[src/rtl/serial_add_ctrl.sv]
// Bit-serial add/subtract sequencer: one 1-bit full adder walks two
// WIDTH-bit operands LSB-first, with a registered carry between bits.
module serial_add_ctrl #(
    parameter int WIDTH = 16
) (
    input  logic             clk,
    input  logic             reset,
    input  logic             start,
    input  logic             sub,
    input  logic             cin,
    input  logic [WIDTH-1:0] a,
    input  logic [WIDTH-1:0] b,
    output logic             busy,
    output logic             done,
    output logic [WIDTH-1:0] sum,
    output logic             cout,
    output logic             overflow
);

    localparam int CW = $clog2(WIDTH) + 1;

    localparam logic [1:0] IDLE = 2'd0;
    localparam logic [1:0] RUN  = 2'd1;
    localparam logic [1:0] DONE = 2'd2;

    localparam logic [CW-1:0] CNT_MSB  = CW'(WIDTH - 2);
    localparam logic [CW-1:0] CNT_LAST = CW'(WIDTH - 1);

    logic [1:0]       state_q, state_d;
    logic [WIDTH-1:0] op_a_q, op_a_d;
    logic [WIDTH-1:0] op_b_q, op_b_d;
    logic [WIDTH-1:0] sum_q, sum_d;
    logic [CW-1:0]    count_q, count_d;
    logic             carry_q, carry_d;
    logic             c_msb_q, c_msb_d;
    logic             cout_q, cout_d;
    logic             ovf_q, ovf_d;

    logic fa_s;
    logic fa_c;

    full_adder u_full_adder (
        .a  (op_a_q[0]),
        .b  (op_b_q[0]),
        .ci (carry_q),
        .s  (fa_s),
        .co (fa_c)
    );

    always_comb begin
        state_d = state_q;
        op_a_d  = op_a_q;
        op_b_d  = op_b_q;
        sum_d   = sum_q;
        count_d = count_q;
        carry_d = carry_q;
        c_msb_d = c_msb_q;
        cout_d  = cout_q;
        ovf_d   = ovf_q;
        case (state_q)
            IDLE: begin
                if (start) begin
                    // subtraction is a + ~b + 1, so sub needs no later storage
                    op_a_d  = a;
                    op_b_d  = sub ? ~b : b;
                    carry_d = sub ? 1'b1 : cin;
                    count_d = '0;
                    sum_d   = '0;
                    state_d = RUN;
                end
            end
            RUN: begin
                op_a_d  = op_a_q >> 1;
                op_b_d  = op_b_q >> 1;
                sum_d   = {fa_s, sum_q[WIDTH-1:1]};
                carry_d = fa_c;
                count_d = count_q + CW'(1);
                if (count_q == CNT_MSB) begin
                    c_msb_d = fa_c;
                end
                if (count_q == CNT_LAST) begin
                    cout_d  = fa_c;
                    ovf_d   = c_msb_q ^ fa_c;
                    state_d = DONE;
                end
            end
            DONE: begin
                state_d = IDLE;
            end
            default: begin
                state_d = IDLE;
            end
        endcase
    end

    always_ff @(posedge clk) begin
        if (reset) begin
            state_q <= IDLE;
            op_a_q  <= '0;
            op_b_q  <= '0;
            sum_q   <= '0;
            count_q <= '0;
            carry_q <= 1'b0;
            c_msb_q <= 1'b0;
            cout_q  <= 1'b0;
            ovf_q   <= 1'b0;
        end else begin
            state_q <= state_d;
            op_a_q  <= op_a_d;
            op_b_q  <= op_b_d;
            sum_q   <= sum_d;
            count_q <= count_d;
            carry_q <= carry_d;
            c_msb_q <= c_msb_d;
            cout_q  <= cout_d;
            ovf_q   <= ovf_d;
        end
    end

    assign busy     = (state_q != IDLE);
    assign done     = (state_q == DONE);
    assign sum      = sum_q;
    assign cout     = cout_q;
    assign overflow = ovf_q;

endmodule

module full_adder (
    input  logic a,
    input  logic b,
    input  logic ci,
    output logic s,
    output logic co
);

    assign s  = a ^ b ^ ci;
    assign co = (a & b) | (ci & (a ^ b));

endmodule

[config.mk]
export PLATFORM = sky130hd
export DESIGN_NAME = serial_add_ctrl
export DESIGN_NICKNAME = d
export VERILOG_FILES = /design/src/rtl/serial_add_ctrl.sv
export SDC_FILE = /design/constraint.sdc
export NUM_CORES = 1
export LEC_CHECK = 0
export CAP_MARGIN = 25
export CORE_MARGIN = 4
export CORE_UTILIZATION = 51
export DETAILED_ROUTE_END_ITERATION = 6
export PLACE_DENSITY = 0.79
export SLEW_MARGIN = 25
export SYNTH_ARGS = -nofsm -noshare
export SYNTH_HDL_FRONTEND = slang
export SYNTH_SLANG_ARGS = --single-unit
[constraint.sdc]
create_clock -name clk -period 1.95 [get_ports clk]
set_clock_uncertainty 0.1 [all_clocks]
set_input_delay 0.195 -clock clk [delete_from_list [all_inputs] [get_ports clk]]
set_output_delay 0.195 -clock clk [all_outputs]
set_load 0.1 [all_outputs]
==> results.yml, run 1 <==
run_status:
  status: "complete, no violations"
clock_tree:
  path_clk_slew_ns: 0.06
  cts_tree: "yes"
  insertion_delay_ns: 0.34
  cts_htree_levels: 3
  clock_sinks: 59
  cts-root-buf: "clkbuf_8"
  post_cts_buffers: 0
  ctsResizeCount: 0
  numCtsBuffers: 9
  clk_path_buf_depth: 2
  holdBufCountCts: 0
worst_setup_path:
  critPathTopFamily: "flip-flops"
  crit_path_end_kind: "primary output"
  crit_fanout: 14
  path_cells: "buf_4 > nor2b_4 > buf_12"
  reg2reg_depth: 5
  worstPathRequired_ns: 1.65
  crit_path_max_incr_delay_ns: 0.58
  worstSetupStartpointType: "register"
  cp.buffers_inverters: 2
  cp_slowest_cell: "dfxtp_1"
  path_depth: 3
  cp.arrival_ns: 1.48
  criticalPathCategory: "register to primary output"
route:
  wire_per_inst_um: 13.7
  drt_iter0_drc: 123
  drc: 0
  dr_total_vias: 2354
  firstDrtPassIters: 4
  totalWireLength_um: 6000
  ant_nets: 0
  via_per_inst: 5.36
place:
  port_buffers: 56
  dp.final_hpwl_um: 4070
  routabilityCongestion: 0.766
timing:
  tightest_slew_ns: 0.646
  maxSlewViolCount: 0
  grt_setup_unrepaired: "no"
  period_share_pct: 91.0
  hold_ws_ns: 0.0760
  setup_viol: 0
  finalHoldViolations: 0
  slew-limit-headroom_pct: 56.9
  fmax_mhz: 564
  min_period_ns: 1.77
  fin_setup_tns_ns: 0
job:
  max-cap-violations: 0
synth:
  synth_top_family_by_area: "compound AO/OA/AOI/OAI gates"
  synthFlopType: "dfxtp_1"
  avgSynthCellArea_um2: 8.85
  synth-async-reset-ratio_pct: 0
  syn_area_mm2: 0.00279
  synth_nets: 356
  synth_xor_area_share_pct: 5.34
  yosysTopAreaCell: "dfxtp_1"
  seq_area_frac_synth_pct: 42.4
  yosysMostFrequentCell: "dfxtp_1"
  ys_types: 37
  synth_top_area_share_pct: 42.4
  synth-compound-area-share_pct: 30.0
  yosys-top-cells-count: "59 x dfxtp_1, 49 x nor2_1, 35 x a21oi_1, 31 x a22oi_1, 21 x inv_1"
  post_synth_mux_area_share_pct: 0.763
  synthTopCellsByArea: "dfxtp_1 42%, a22oi_1 8.4%, nor2_1 6.6%"
  synthAdderAreaFrac_pct: 2.07
  synth_simple_gate_area_share_pct: 11.0
  ys_warn_count: 0
  synth_edf_count: 0
  synth_seq_cells: 59
  syn_inst: 315
cells_and_area:
  drive_above_1_share_pct: 20.9
  fin_nets: 405
  n_antenna_cell: 0
  synthToLayoutAreaGrowth_pct: 26.9
global_route:
  met3_usage_pct: 6.69
  grt_pass1_vias: 2288
  grt_usage_pct: 19.4
  grt_pass1_wl_um: 10100
  grt_util_met1_pct: 22.8
  busiest_layer: "met2"
  grt_use_met2_pct: 32.8
  antenna_found_initial: 0
  grt-ovfl-total: 0
  grt_max_degree: 61
die:
  dieArea_mm2: 0.00671
  io_pins: 57
  die_y_um: 81.9
  start_util_pct: 53.5
  core_area_mm2: 0.00520
  row_count: 26
  dieWidth_um: 81.9
power_and_ir_drop:
  power_density_mw_per_mm2: 768
  vdd_ir_drop_max_mv: 0.525
  p_leak_nw: 1.37
hold_path:
  min_path_cells: 3
  hold_path_class: "input port to register"
## area by class of cell
type	instances	area [um^2]
clock buffer	14	163
clock inverter	2	10.0
fill	430	1670
inverter	21	78.8
multi-input combinational	203	1380
sequential	59	1180
tap	70	87.6
timing repair buffer	70	636
## placed cells by master (no fill, tap or decap), drive strengths merged, types with 3 or more instances in the layout
cell type	count
dfxtp	59
nor2	49
a21oi	35
clkdlybuf4s50	35
buf	35
a22oi	31
inv	21
xnor2	16
o22ai	16
o221a	14
clkbuf	14
nand2	5
nor2b	4
nand3	3
a2bb2oi	3
ha	3
## stage by stage
step	power (mW)	instances	setup WS (ns)	util (%)	instance area, um^2
2_1_floorplan	1.62	315	0.215	-	2790
3_3_place_gp	1.75	423	0.264	64.6	3360
5_1_grt	2.85	439	0.0764	68.0	3540
6_report	2.72	439	0.175	68.0	3540
4_1_cts	2.75	439	0.154	68.0	3540
3_5_place_dp	1.76	423	0.221	64.6	3360
## flip-flops by register name, summed over array words and instances (netlist names)
| register | count |
|---|---|
| op_a_q | 16 |
| op_b_q | 16 |
| sum | 16 |
| count_q | 5 |
| state_q | 2 |
| c_msb_q | 1 |
| carry_q | 1 |
| cout | 1 |
| overflow | 1 |
## per-layer routing
layer / vias to the layer above / routed length, um
li1: 1214 / -
met4: 0 / 68
met1: 1083 / 2780
met3: 6 / 310
met2: 51 / 2840
met5: - / 0
## worst paths after layout
| path | slack (ns) | to | from |
|---|---|---|---|
| worst max-delay path | 0.18 | done | state_q[1]$_SDFFE_PP0P_ |
| worst min register to register | 0.37 | overflow$_SDFFE_PP0P_ | overflow$_SDFFE_PP0P_ |
| worst min-delay path | 0.08 | op_a_q[15]$_SDFFE_PP0P_ | reset |
| worst max register to register | 0.40 | op_b_q[8]$_SDFFE_PP0P_ | state_q[0]$_SDFFE_PP0P_ |
## tightest hold or removal path, cell delays in order
cell	delay [ns]
buf_2	0.10
or2_1	0.11
o22ai_1	0.06
## kinds of logic (layout without fill, tap and decap cells)
logic type      after synthesis  in the layout
compound gates              110            110
simple gates                 70             70
flops                        59             59
buf+inv                      53            107
xor+xnor                     17             17
fa+ha+maj                     4              4
mux                           2              2
## report_power, final
group	internal, mW	switching, mW
Clock	0.528	0.454
Combinational	0.212	0.213
Sequential	1.27	0.0427
Total	2.01	0.709
No activity file was read; power rests on OpenSTA's default activity.
==> inputs of run 2 (changes only) <==
CORE_ASPECT_RATIO = 0.8   (was unset)
==> run 2 against run 1 <==
  * Cell area grew 0.53%
  * Register-to-register slack lost 0.02 ns
  * Routed wire length grew 0.68%
  * Global-route usage shrank 0.77 points
==> results.yml, run 2 (synthesis gave the netlist of run 1 again) <==
clock_tree:
  post_cts_buffers: 0
  clock_sinks: 59
  numCtsBuffers: 9
  insertion_delay_ns: 0.34
  holdBufCountCts: 0
  clk_path_buf_depth: 2
  ctsResizeCount: 0
  cts_tree: "yes"
  path_clk_slew_ns: 0.06
  cts-root-buf: "clkbuf_8"
  cts_htree_levels: 3
cells_and_area:
  fin_nets: 401
  synthToLayoutAreaGrowth_pct: 27.6
  post-route-util_pct: 69.0
  final_cells: 427
  multi_input_area_mm2: 0.00138
  fillers: 409
  layout_common_cells: "59 x dfxtp_1, 49 x nor2_1, 35 x a21oi_1, 35 x clkdlybuf4s50_1, 31 x a22oi_1"
  seqCellArea_mm2: 0.00118
  n_antenna_cell: 0
  drive_above_1_share_pct: 20.5
  layout_commonest_cell: "dfxtp_1"
  fin_area_mm2: 0.00356
worst_setup_path:
  timing.rr.end: "op_b_q[3]$_SDFFE_PP0P_"
  cp.arrival_ns: 1.54
  reg2reg_setup_slack_ns: 0.38
  crit_path_end_kind: "primary output"
  path_cells: "buf_4 > or2_2 > buf_12"
  crit_path_max_incr_delay_ns: 0.55
  criticalPathCategory: "register to primary output"
  reg2reg_depth: 4
  worstSetupStartpointType: "register"
  reg2reg_from: "state_q[0]$_SDFFE_PP0P_"
  crit_fanout: 18
  cp-startpoint: "state_q[0]$_SDFFE_PP0P_"
  worstPathRequired_ns: 1.65
  cp_slowest_cell: "dfxtp_1"
hold_path:
  holdPathEnd: "op_a_q[15]$_SDFFE_PP0P_"
  min_path_cells: 3
  hp-start: "reset"
  hold_path_class: "input port to register"
route:
  totalWireLength_um: 6040
  dr_total_vias: 2396
  ant_nets: 0
  drc: 0
  drt_iter0_drc: 133
  via_per_inst: 5.61
  wire_per_inst_um: 14.1
  firstDrtPassIters: 4
die:
  dieArea_mm2: 0.00672
  core_area_mm2: 0.00515
  dieWidth_um: 90.6
  io_pins: 57
  die_y_um: 74.1
  start_util_pct: 54.1
  row_count: 23
power_and_ir_drop:
  power_switching_mw: 0.720
  power_frac_seq_pct: 46.6
  vdd_ir_drop_max_mv: 0.456
  p_int_mw: 2.10
  power.share.clock_pct: 38.3
  p_comb_share_pct: 15.1
  switching_share_pct: 25.6
  power_density_mw_per_mm2: 793
  p_leak_nw: 1.37
timing:
  maxSlewViolCount: 0
  grt_setup_unrepaired: "no"
  period_share_pct: 94.2
  fmax_mhz: 544
  setup_viol: 0
  tightest_slew_ns: 0.640
  fin_ws_ns: 0.112
  fin_setup_tns_ns: 0
  finalHoldViolations: 0
  min_period_ns: 1.84
  slew-limit-headroom_pct: 57.3
global_route:
  grt_pass1_wl_um: 10100
  grt_max_degree: 61
  grt-ovfl-total: 0
  grt_pass1_vias: 2307
  antenna_found_initial: 0
  grt_usage_pct: 18.6
place:
  dp.cells: 411
  port_buffers: 56
  place_area_mm2: 0.00336
  dp_slack_ns: 0.230
  routabilityCongestion: 0.747
  dp.final_hpwl_um: 3890
run_status:
  status: "complete, no violations"
job:
  max-cap-violations: 0
==> run 2: changes by cell type in the layout (fill, tap and decap cells not counted) <==
| cell | before | now |
|---|---|---|
| clkbuf_1 | 3 | 1 |
| clkinvlp_4 | 0 | 1 |
| bufinv_16 | 0 | 1 |
| buf_12 | 2 | 5 |
| clkbuf_8 | 11 | 10 |
| buf_4 | 32 | 25 |
| clkinv_2 | 2 | 3 |
==> run 2: power by group through the flow <==
stage | logic (mW) | registers (mW) | clock network [mW]
2_1_floorplan | 0.283 | 1.34 | 0
3_3_place_gp | 0.419 | 1.34 | 0
3_5_place_dp | 0.426 | 1.34 | 0
4_1_cts | 0.429 | 1.31 | 1.10
5_1_grt | 0.467 | 1.32 | 1.16
6_report | 0.427 | 1.31 | 1.08
==> run 2: final cells by class <==
class                           instances  area share, %
Clock buffer                           11           3.98
Clock inverter                          5           1.48
Inverter                               21           2.22
Multi-Input combinational cell        203           38.8
Sequential cell                        59           33.2
Tap cell                               62           2.18
Timing Repair Buffer                   66           18.1
==> run 2: metal layers <==
| metal | track usage, % | vias up | part of all wire (%) | wire (um) |
|---|---|---|---|---|
| met3 | 6.67 | 6 | 5.5 | 335 |
| met2 | 32.9 | 59 | 47 | 2850 |
| met1 | 21.7 | 1124 | 46 | 2800 |
| met5 | 0 | - | 0 | 0 |
| li1 | - | 1207 | - | - |
| met4 | 5.43 | 0 | 0.98 | 59 |
==> run 2: stage by stage <==
step | hold WS, ns | power [mW]
4_1_cts | 0.103 | 2.84
3_5_place_dp | 0.353 | 1.76
3_3_place_gp | 0.343 | 1.75
2_1_floorplan | 0.258 | 1.62
5_1_grt | 0.106 | 2.95
6_report | 0.104 | 2.82
==> run 2: worst max-delay path: cells and delay by family (launching register included) <==
kind / cells / cell delay, ns
DFF: 1 / 0.55
and+or+nand+nor: 1 / 0.17
buffers and inverters: 2 / 0.48
==> run 2: how the worst max path moves through the flow <==
stage                         endpoint  slack, ns  depth (start not counted)
2_1_floorplan                     done       0.21                          4
3_3_place_gp   op_b_q[14]$_SDFFE_PP0P_       0.26                          5
3_5_place_dp    op_b_q[3]$_SDFFE_PP0P_       0.23                          5
4_1_cts                           busy        0.1                          3
5_1_grt                           busy       0.02                          3
6_report                          busy       0.11                          3
==> inputs of run 3 (changes only) <==
CAP_MARGIN = 20   (was 25)
==> results of run 3 <==
Final layout, timing and power as in run 2 (identical DEF).
